$ cat src/rtl/bft_pkt_pkg.sv
// bft_pkt_pkg: BFT packet field layout constants and packet helpers
package bft_pkt_pkg;
  localparam int BFT_PACKET_BITS   = 49;
  localparam int BFT_NUM_LEAF_BITS = 3;
  localparam int BFT_NUM_PORT_BITS = 4;
  localparam int VALID_BIT = BFT_PACKET_BITS - 1;
  localparam int LEAF_MSB  = VALID_BIT - 1;
  localparam int LEAF_LSB  = VALID_BIT - BFT_NUM_LEAF_BITS;
  localparam int PORT_MSB  = LEAF_LSB - 1;
  localparam int PORT_LSB  = LEAF_LSB - BFT_NUM_PORT_BITS;
  function automatic logic pkt_valid(input logic [BFT_PACKET_BITS-1:0] pkt);
    return pkt[VALID_BIT];
  endfunction
endpackage

$ cat src/rtl/bft_pkt_fifo.sv
// bft_pkt_fifo: first-word-fall-through packet FIFO; ports: clk, reset (async low), i_wr_en/i_wr_data push, i_rd_en pop request, o_rd_data head, o_count/o_count_next occupancy, o_push/o_pop/o_full status
module bft_pkt_fifo #(
  parameter int WIDTH = 49,
  parameter int DEPTH = 8,
  localparam int PTR_BITS = $clog2(DEPTH)
) (
  input  logic                clk,
  input  logic                reset,
  input  logic                i_wr_en,
  input  logic [WIDTH-1:0]    i_wr_data,
  input  logic                i_rd_en,
  output logic [WIDTH-1:0]    o_rd_data,
  output logic [PTR_BITS:0]   o_count,
  output logic [PTR_BITS:0]   o_count_next,
  output logic                o_push,
  output logic                o_pop,
  output logic                o_full
);
  logic [WIDTH-1:0]    r_mem [DEPTH];
  logic [PTR_BITS-1:0] r_wr_ptr, r_rd_ptr;
  logic [PTR_BITS:0]   r_count;
  logic                w_empty;
  assign w_empty      = r_count == '0;
  assign o_full       = r_count == (PTR_BITS+1)'(DEPTH);
  assign o_pop        = !w_empty && i_rd_en;
  // a pop in the same cycle frees the slot the write lands in, so full is not blocking then
  assign o_push       = i_wr_en && (!o_full || o_pop);
  assign o_count_next = r_count + (PTR_BITS+1)'(o_push) - (PTR_BITS+1)'(o_pop);
  assign o_rd_data    = w_empty ? '0 : r_mem[r_rd_ptr];
  assign o_count      = r_count;
  always_ff @(posedge clk or negedge reset) begin
    if (!reset) begin
      r_wr_ptr <= '0;
      r_rd_ptr <= '0;
      r_count  <= '0;
    end else begin
      if (o_push) r_wr_ptr <= r_wr_ptr + 1'b1;
      if (o_pop) r_rd_ptr <= r_rd_ptr + 1'b1;
      r_count <= o_count_next;
    end
  end
  always_ff @(posedge clk) begin
    if (o_push) r_mem[r_wr_ptr] <= i_wr_data;
  end
endmodule

$ cat src/rtl/bft_leaf_buffer.sv
// bft_leaf_buffer: leaf<->BFT buffer; ports: clk, reset (async low), i_leaf_data/o_leaf_ready egress in, o_net_data/i_net_ready egress out, i_net_data/o_leaf_data ingress, o_occupancy/o_tx_count/o_rx_count/o_overflow debug
module bft_leaf_buffer
  import bft_pkt_pkg::*;
#(
  parameter int PACKET_BITS   = BFT_PACKET_BITS,
  parameter int NUM_LEAF_BITS = BFT_NUM_LEAF_BITS,
  parameter int NUM_PORT_BITS = BFT_NUM_PORT_BITS,
  parameter int FIFO_DEPTH    = 8,
  parameter int CNT_BITS      = 16,
  localparam int PTR_BITS     = $clog2(FIFO_DEPTH)
) (
  input  logic                   clk,
  input  logic                   reset,
  input  logic [PACKET_BITS-1:0] i_leaf_data,
  output logic                   o_leaf_ready,
  output logic [PACKET_BITS-1:0] o_leaf_data,
  input  logic [PACKET_BITS-1:0] i_net_data,
  output logic [PACKET_BITS-1:0] o_net_data,
  input  logic                   i_net_ready,
  output logic [PTR_BITS:0]      o_occupancy,
  output logic [CNT_BITS-1:0]    o_tx_count,
  output logic [CNT_BITS-1:0]    o_rx_count,
  output logic                   o_overflow
);
  if (PACKET_BITS < NUM_LEAF_BITS + NUM_PORT_BITS + 1) begin : g_bad_fields
    $error("packet too narrow for leaf and port fields");
  end
  if (FIFO_DEPTH < 4 || (FIFO_DEPTH & (FIFO_DEPTH - 1)) != 0) begin : g_bad_depth
    $error("FIFO_DEPTH must be a power of two and at least 4");
  end
  logic                   w_leaf_valid, w_net_valid, w_push, w_pop, w_full;
  logic [PTR_BITS:0]      w_count_next;
  logic                   r_leaf_ready, r_overflow;
  logic [PACKET_BITS-1:0] r_leaf_data;
  logic [CNT_BITS-1:0]    r_tx_count, r_rx_count;
  assign w_leaf_valid = pkt_valid(i_leaf_data);
  assign w_net_valid  = pkt_valid(i_net_data);
  bft_pkt_fifo #(.WIDTH(PACKET_BITS), .DEPTH(FIFO_DEPTH)) u_fifo (
    .clk          (clk),
    .reset        (reset),
    .i_wr_en      (w_leaf_valid),
    .i_wr_data    (i_leaf_data),
    .i_rd_en      (i_net_ready),
    .o_rd_data    (o_net_data),
    .o_count      (o_occupancy),
    .o_count_next (w_count_next),
    .o_push       (w_push),
    .o_pop        (w_pop),
    .o_full       (w_full)
  );
  always_ff @(posedge clk or negedge reset) begin
    if (!reset) begin
      r_leaf_ready <= 1'b0;
      r_leaf_data  <= '0;
      r_tx_count   <= '0;
      r_rx_count   <= '0;
      r_overflow   <= 1'b0;
    end else begin
      // two free slots absorb the word the leaf sends before it sees ready drop
      r_leaf_ready <= w_count_next <= (PTR_BITS+1)'(FIFO_DEPTH - 2);
      r_leaf_data  <= i_net_data;
      r_tx_count   <= r_tx_count + CNT_BITS'(w_pop);
      r_rx_count   <= r_rx_count + CNT_BITS'(w_net_valid);
      r_overflow   <= r_overflow | (w_leaf_valid & w_full & !w_push);
    end
  end
  assign o_leaf_ready = r_leaf_ready;
  assign o_leaf_data  = r_leaf_data;
  assign o_tx_count   = r_tx_count;
  assign o_rx_count   = r_rx_count;
  assign o_overflow   = r_overflow;
endmodule

$ cat config.mk
export PLATFORM = sky130hd
export DESIGN_NAME = bft_leaf_buffer
export DESIGN_NICKNAME = d
export VERILOG_FILES = /design/src/rtl/bft_pkt_pkg.sv /design/src/rtl/bft_pkt_fifo.sv /design/src/rtl/bft_leaf_buffer.sv
export SDC_FILE = /design/constraint.sdc
export NUM_CORES = 1
export LEC_CHECK = 0
export CAP_MARGIN = 20
export CORE_ASPECT_RATIO = 1.4
export CORE_UTILIZATION = 45
export CTS_CLUSTER_SIZE = 14
export DETAILED_ROUTE_END_ITERATION = 10
export GPL_TIMING_DRIVEN = 0
export PLACE_DENSITY = 0.67
export SYNTH_ARGS = -nofsm -noshare
export SYNTH_HDL_FRONTEND = slang
export SYNTH_SLANG_ARGS = --single-unit
$ cat constraint.sdc
create_clock -name clk -period 7.7 [get_ports clk]
set_input_delay 1.54 -clock clk [delete_from_list [all_inputs] [get_ports clk]]
set_output_delay 1.54 -clock clk [all_outputs]
set_load 0.01 [all_outputs]
Word-level counts from Yosys, hierarchy flattened
Memory sizes are Yosys's and may differ from the RTL's.
Index checks and enable logic that the tools add are counted.
{ "totals": {"ff_bits": 93, "mem_bits_rw": 392, "inputBits": 101, "out_inout_bits": 136, "wordCells": 30, "memories": 1} }
{ "classes": {"addsub": 6, "magnitude_cmp": 1, "n_eq_ne": 1, "n_mux": 3, "bitwise_logic": 3, "reduce_logical": 7} }
{ "mem_list": {"columns": ["memory", "words", "width", "read_ports", "rd_clocked_by_memory_dff", "wr", "line", "rtl"], "rows": [
  ["u_fifo.r_mem", 8, 49, 1, 0, 1, "bft_pkt_fifo.sv:19", "logic [WIDTH-1:0] r_mem [DEPTH];"]
]} }
{ "op_table": {"columns": ["cell", "n"], "rows": [
  ["49-bit two-way mux", 1],
  ["16-bit by 1-bit adder with 16-bit output", 2],
  ["3-bit by 1-bit adder with 3-bit output, second input constant", 2],
  ["4-bit by 1-bit adder with 4-bit output", 1],
  ["4-bit equality test, second input constant", 1],
  ["4-bit by 3-bit <= comparator with 1-bit output, second input constant", 1],
  ["4-bit logical NOT", 1],
  ["4-bit by 1-bit subtractor with 4-bit output", 1],
  ["1-bit logical NOT", 3],
  ["1-bit bitwise AND", 2],
  ["1-bit logical AND", 2],
  ["1-bit two-way mux", 2],
  ["1-bit logical OR", 1],
  ["1-bit OR", 1]
]} }

Longest topological paths before layout
{ "depth": {"ltp_word": 8, "ltp_mapped": 12, "depth_no_buf": 12} }

Modules after synthesis
Synthesis repeated with hierarchy kept, for this count alone.
{ "unflattened": {"cells_unflattened": 803, "hier_area_um2": 17961.0} }
{ "by_module_without_submodules": {"columns": ["mod", "instances", "cells_per_inst", "area_each_um2", "seq_area_each_um2"], "rows": [
  ["bft_pkt_fifo", 1, 634, 15224.6, 12021.5],
  ["bft_leaf_buffer", 1, 169, 2736.4, 2077.0]
]} }

Worst setup path after synthesis
OpenSTA, ideal clock, no wires.
{ "synth_path": {"kind": "input to register", "startpoint": "input i_net_ready", "endpoint": "memory u_fifo.r_mem[2][0], enable pin", "setup_time_ns": 0.526, "t_arrival_ns": 5.706, "t_required_ns": 7.174, "path_slack_ns": 1.467, "cell_stages": 4, "path_buffers": 0, "cell_sequence": "nand2b_1 -> a31oi_2 -> nand2b_1 -> nor3b_1"} }
{ "synth_via": {"elab_chain_cells": 5} }
{ "synth_lines": {"columns": ["item", "line", "rtl"], "rows": [
  ["start: declaration", "bft_leaf_buffer.sv:19", "input logic i_net_ready,"],
  ["1-bit logical AND", "bft_pkt_fifo.sv:25", "assign o_pop = !w_empty && i_rd_en;"],
  ["1-bit logical OR", "bft_pkt_fifo.sv:27", "assign o_push = i_wr_en && (!o_full || o_pop);"],
  ["1-bit logical AND", "bft_pkt_fifo.sv:27", null],
  ["via u_fifo.o_push", "bft_pkt_fifo.sv:15", "output logic o_push,"],
  ["1-bit two-way mux", "bft_pkt_fifo.sv:43", "if (o_push) r_mem[r_wr_ptr] <= i_wr_data;"],
  ["1-bit two-way mux (implied by the code)", "bft_pkt_fifo.sv:43", null],
  ["end: declaration", "bft_pkt_fifo.sv:19", null]
]} }
The timed path passes the listed nets, and every way through them passes these cells.

Final worst setup path
{ "layout_path": {"startpoint": "register u_fifo.r_rd_ptr[0]", "endpoint": "output o_net_data[35]"} }
{ "layout_via": {"elab_chain_cells": 2} }
{ "layout_lines": {"columns": ["item", "line", "rtl"], "rows": [
  ["start: declaration", "bft_pkt_fifo.sv:20", "logic [PTR_BITS-1:0] r_wr_ptr, r_rd_ptr;"],
  ["start signal: assignment", "bft_pkt_fifo.sv:38", "if (o_pop) r_rd_ptr <= r_rd_ptr + 1'b1;"],
  ["memory 8 x 49 bit", null, null],
  ["49-bit two-way mux", "bft_pkt_fifo.sv:29", "assign o_rd_data = w_empty ? '0 : r_mem[r_rd_ptr];"],
  ["end: declaration", "bft_leaf_buffer.sv:18", "output logic [PACKET_BITS-1:0] o_net_data,"]
]} }
No other way between the ends.

==> out/qor.csv <==
metric,value,unit
"count leader, synth",edfxtp_1,
initial antenna violation count,4,
P_leak,0.00849,uW
Worst Skew,0.00825,ns
arrival time at the worst endpoint,3.05,ns
"Slew Viols, Final",0,
DRT Wirelength,42.8,mm
worst-path fanout max,10,
Placement Cell Area,0.0220,mm2
Longest Clk Path Bufs,3,
number of synthesized flops with an enable pin,392,
switching part of the total,0.316,
"top cells by count, synth","edfxtp_1 (392), mux2i_1 (147), dfrtp_1 (93), and3_1 (52)",
cts-stage hold buffer count,0,
sw power,2790,uW
Final ANT Viol Nets,0,
first-pass GRT wire length,64.6,mm
DRC Markers,0,
warnings from Yosys,0,
worst vdd ir,0.186,mV
HPWL after DPL,29.2,mm
CP Capture Type,output pin,
sequential share of power,0.383,
Critical Path RT,6.16,ns
"FFs w/ async S/R, synth",0.192,
cell chosen for the clock root,clkbuf_16,
height of the die,241,um
Critical Path Max Stage Delay,0.59,ns
Ports,237,
Least-Margin Pin Slew,0.831,ns
CTS tree,done,
Post-Route Utilization,0.583,
# setup viols final,0,
routability congestion estimate,0.737,
Syn-to-layout area delta,27.5,%
"critical path, cell by cell","and2b_1, buf_2, buf_1, a22oi_1, and3_1, clkdlybuf4s50_1",
CORE AREA,0.0403,mm2
Final #Nets,1499,
fillers,3135,
number of global-route vias before repair,11100,
status,"finished, final reports clean",
relative slew slack,0.444,
Tcrit/Tclk final,0.597,
design area,0.0235,mm2
CTS Sinks,485,
Int Pwr,6050,uW
CTS Buf Count,45,
Seq cells post-synth,485,
final hold viol count,0,
Setup Buffers After CTS,0,
Post-CTS Resized,0,
Setup Crit Path Kind,flip-flop to output pin,
clock share of power,0.256,
Hold WS,0.478,ns
WP buf/inv,3,
later-pin clock latency in the skew report,0.55,ns
"Clk pin slew, worst setup/hold paths",0.06,ns
Via Count,10400,
Post-Syn Nets,1179,
top cell type's share of synthesized area,0.639,
die footprint,0.0418,mm2
Synth area leader,edfxtp_1,
I/O Buffers,236,
Gate power share,0.361,
GRT Util Overall,0.206,
Post-synth top flop,edfxtp_1,
slowest CP cell,buf_1,
layout cells sized above 1,0.108,
Mean Syn Cell Area,17.3,um2
"Cell Area, Synth",0.0184,mm2
Initial Utilization,0.457,
Synth Instances,1066,
grt ovf,0,
drt wl/cell,21.9,um
max-cap viol count,0,
crit start category,flip-flop,
Row Count,87,
RSZ-0062 raised after global routing,false,
distinct cell type count after synthesis,36,
Detailed Routing Iterations Pass 1,5,
Fmax achieved,0.218,GHz
PD cells,376,mW/mm2
ranking of synthesized cells by area,"edfxtp_1 (64%), dfrtp_1 (13%), mux2i_1 (8.0%)",
Hold WC Path Type,flip-flop to flip-flop,
Vias/cell,5.32,
largest net degree at the start of global routing,54,
minimum clock period,4.59,ns
register area share after synthesis,0.765,
initial DRC count,695,
H-tree depth,2,
Die Wd,173,um
CP top delay family,buffers and inverters,
metal layers:
layer / global-route usage / vias to the layer above / wire length, um
met4: 0.0783 / 4 / 1370
met3: 0.0534 / 92 / 2930
met1: 0.232 / 5201 / 16300
met2: 0.375 / 367 / 22200
li1: - / 4743 / -
met5: 0 / - / 29
metrics by stage:
| step | cells | TNS, ns | setup WS (ns) | total power (uW) |
|---|---|---|---|---|
| detailed placement | 1873 | 0 | 3.15 | 6670 |
| CTS | 1954 | 0 | 3.07 | 8940 |
| global placement | 1836 | -710.72 | -2.95 | 6570 |
| finish | 1956 | 0 | 3.11 | 8840 |
| global route | 1956 | 0 | 2.90 | 9260 |
| floorplan | 1066 | 0 | 1.47 | 5130 |
final cells by class:
type                       count  area [um2]  share of cell area
sequential                   485       14100               0.600
multi-input combinational    515        4040               0.172
timing repair buffer         273        2860               0.122
clock buffer                  63        1220              0.0521
tap                          534         668              0.0284
buffer                        55         293              0.0125
clock inverter                18         267              0.0113
inverter                      11        41.3             0.00176
antenna                        2        5.00            0.000213
power groups by stage:
stage          logic (uW)  clock network, uW  registers, uW
2_1_floorplan        1650                  0           3480
3_3_place_gp         3070                  0           3500
3_5_place_dp         3230                  0           3440
4_1_cts              3250               2300           3390
5_1_grt              3430               2400           3420
6_report             3190               2260           3390
cell families (layout without fill, tap and decap cells):
family,after synthesis,after routing,share of synthesized area
buf+inv,66,420,0.0181
compound gates,152,152,0.0582
flops,485,485,0.765
xor+xnor,35,35,0.0166
simple gates,167,167,0.0521
other cells,0,2,0
fa+ha+maj,12,12,0.00856
mux,149,149,0.0811
sequential cells by signal, summed over array words and instances, names as in the netlist:
name / count
o_tx_count: 16
o_leaf_ready: 1
u_fifo.r_wr_ptr: 3
u_fifo.r_mem: 392
u_fifo.o_count: 4
u_fifo.r_rd_ptr: 3
o_overflow: 1
o_rx_count: 16
o_leaf_data: 49
worst paths after layout:
check                      slack (ns)  depth (start not counted)                           start                             to
setup reg to reg                 4.68                         10     u_fifo.o_count[2]$_DFF_PN0_  u_fifo.r_mem[5][26]$_DFFE_PP_
min in group asynchronous        0.99                          1                           reset      o_leaf_data[26]$_DFF_PN0_
setup / recovery                 3.11                          6  u_fifo.r_rd_ptr[0]$_DFFE_PN0P_                 o_net_data[35]
hold / removal                   0.48                          1        o_tx_count[15]$_DFF_PN0_       o_tx_count[15]$_DFF_PN0_
max in group asynchronous        6.06                          2                           reset       o_leaf_data[7]$_DFF_PN0_
hold reg to reg                  0.48                          1        o_tx_count[15]$_DFF_PN0_       o_tx_count[15]$_DFF_PN0_
layout by cell type (no fill, tap or decap), types with 2 or more instances in the layout:
master	synthesis	final
ha_1	11	11
nand3_1	15	15
nor3_2	0	2
dfrtp_1	93	93
nor2_4	0	2
buf_16	0	3
xnor2_1	25	25
inv_1	11	11
nand2_1	19	19
a211oi_2	10	10
nor2b_1	50	50
buf_8	0	6
a21oi_1	50	50
edfxtp_1	392	392
clkbuf_1	20	35
buf_1	2	2
buf_6	2	27
clkdlybuf4s50_1	0	235
and3_1	52	52
buf_4	13	15
clkbuf_8	0	3
clkinv_1	0	5
mux2i_1	147	147
mux2_2	2	2
inv_6	0	2
xor2_1	10	10
nor2_1	10	8
clkbuf_16	0	45
nor3b_2	0	4
buf_12	0	2
nand2b_1	2	2
diode_2	0	2
bufinv_16	0	7
a22oi_1	49	49
buf_2	17	17
a211oi_1	39	39
nand4_1	4	4
nor3_1	6	4
clkinv_2	0	4
No activity file was read; power rests on OpenSTA's default activity.
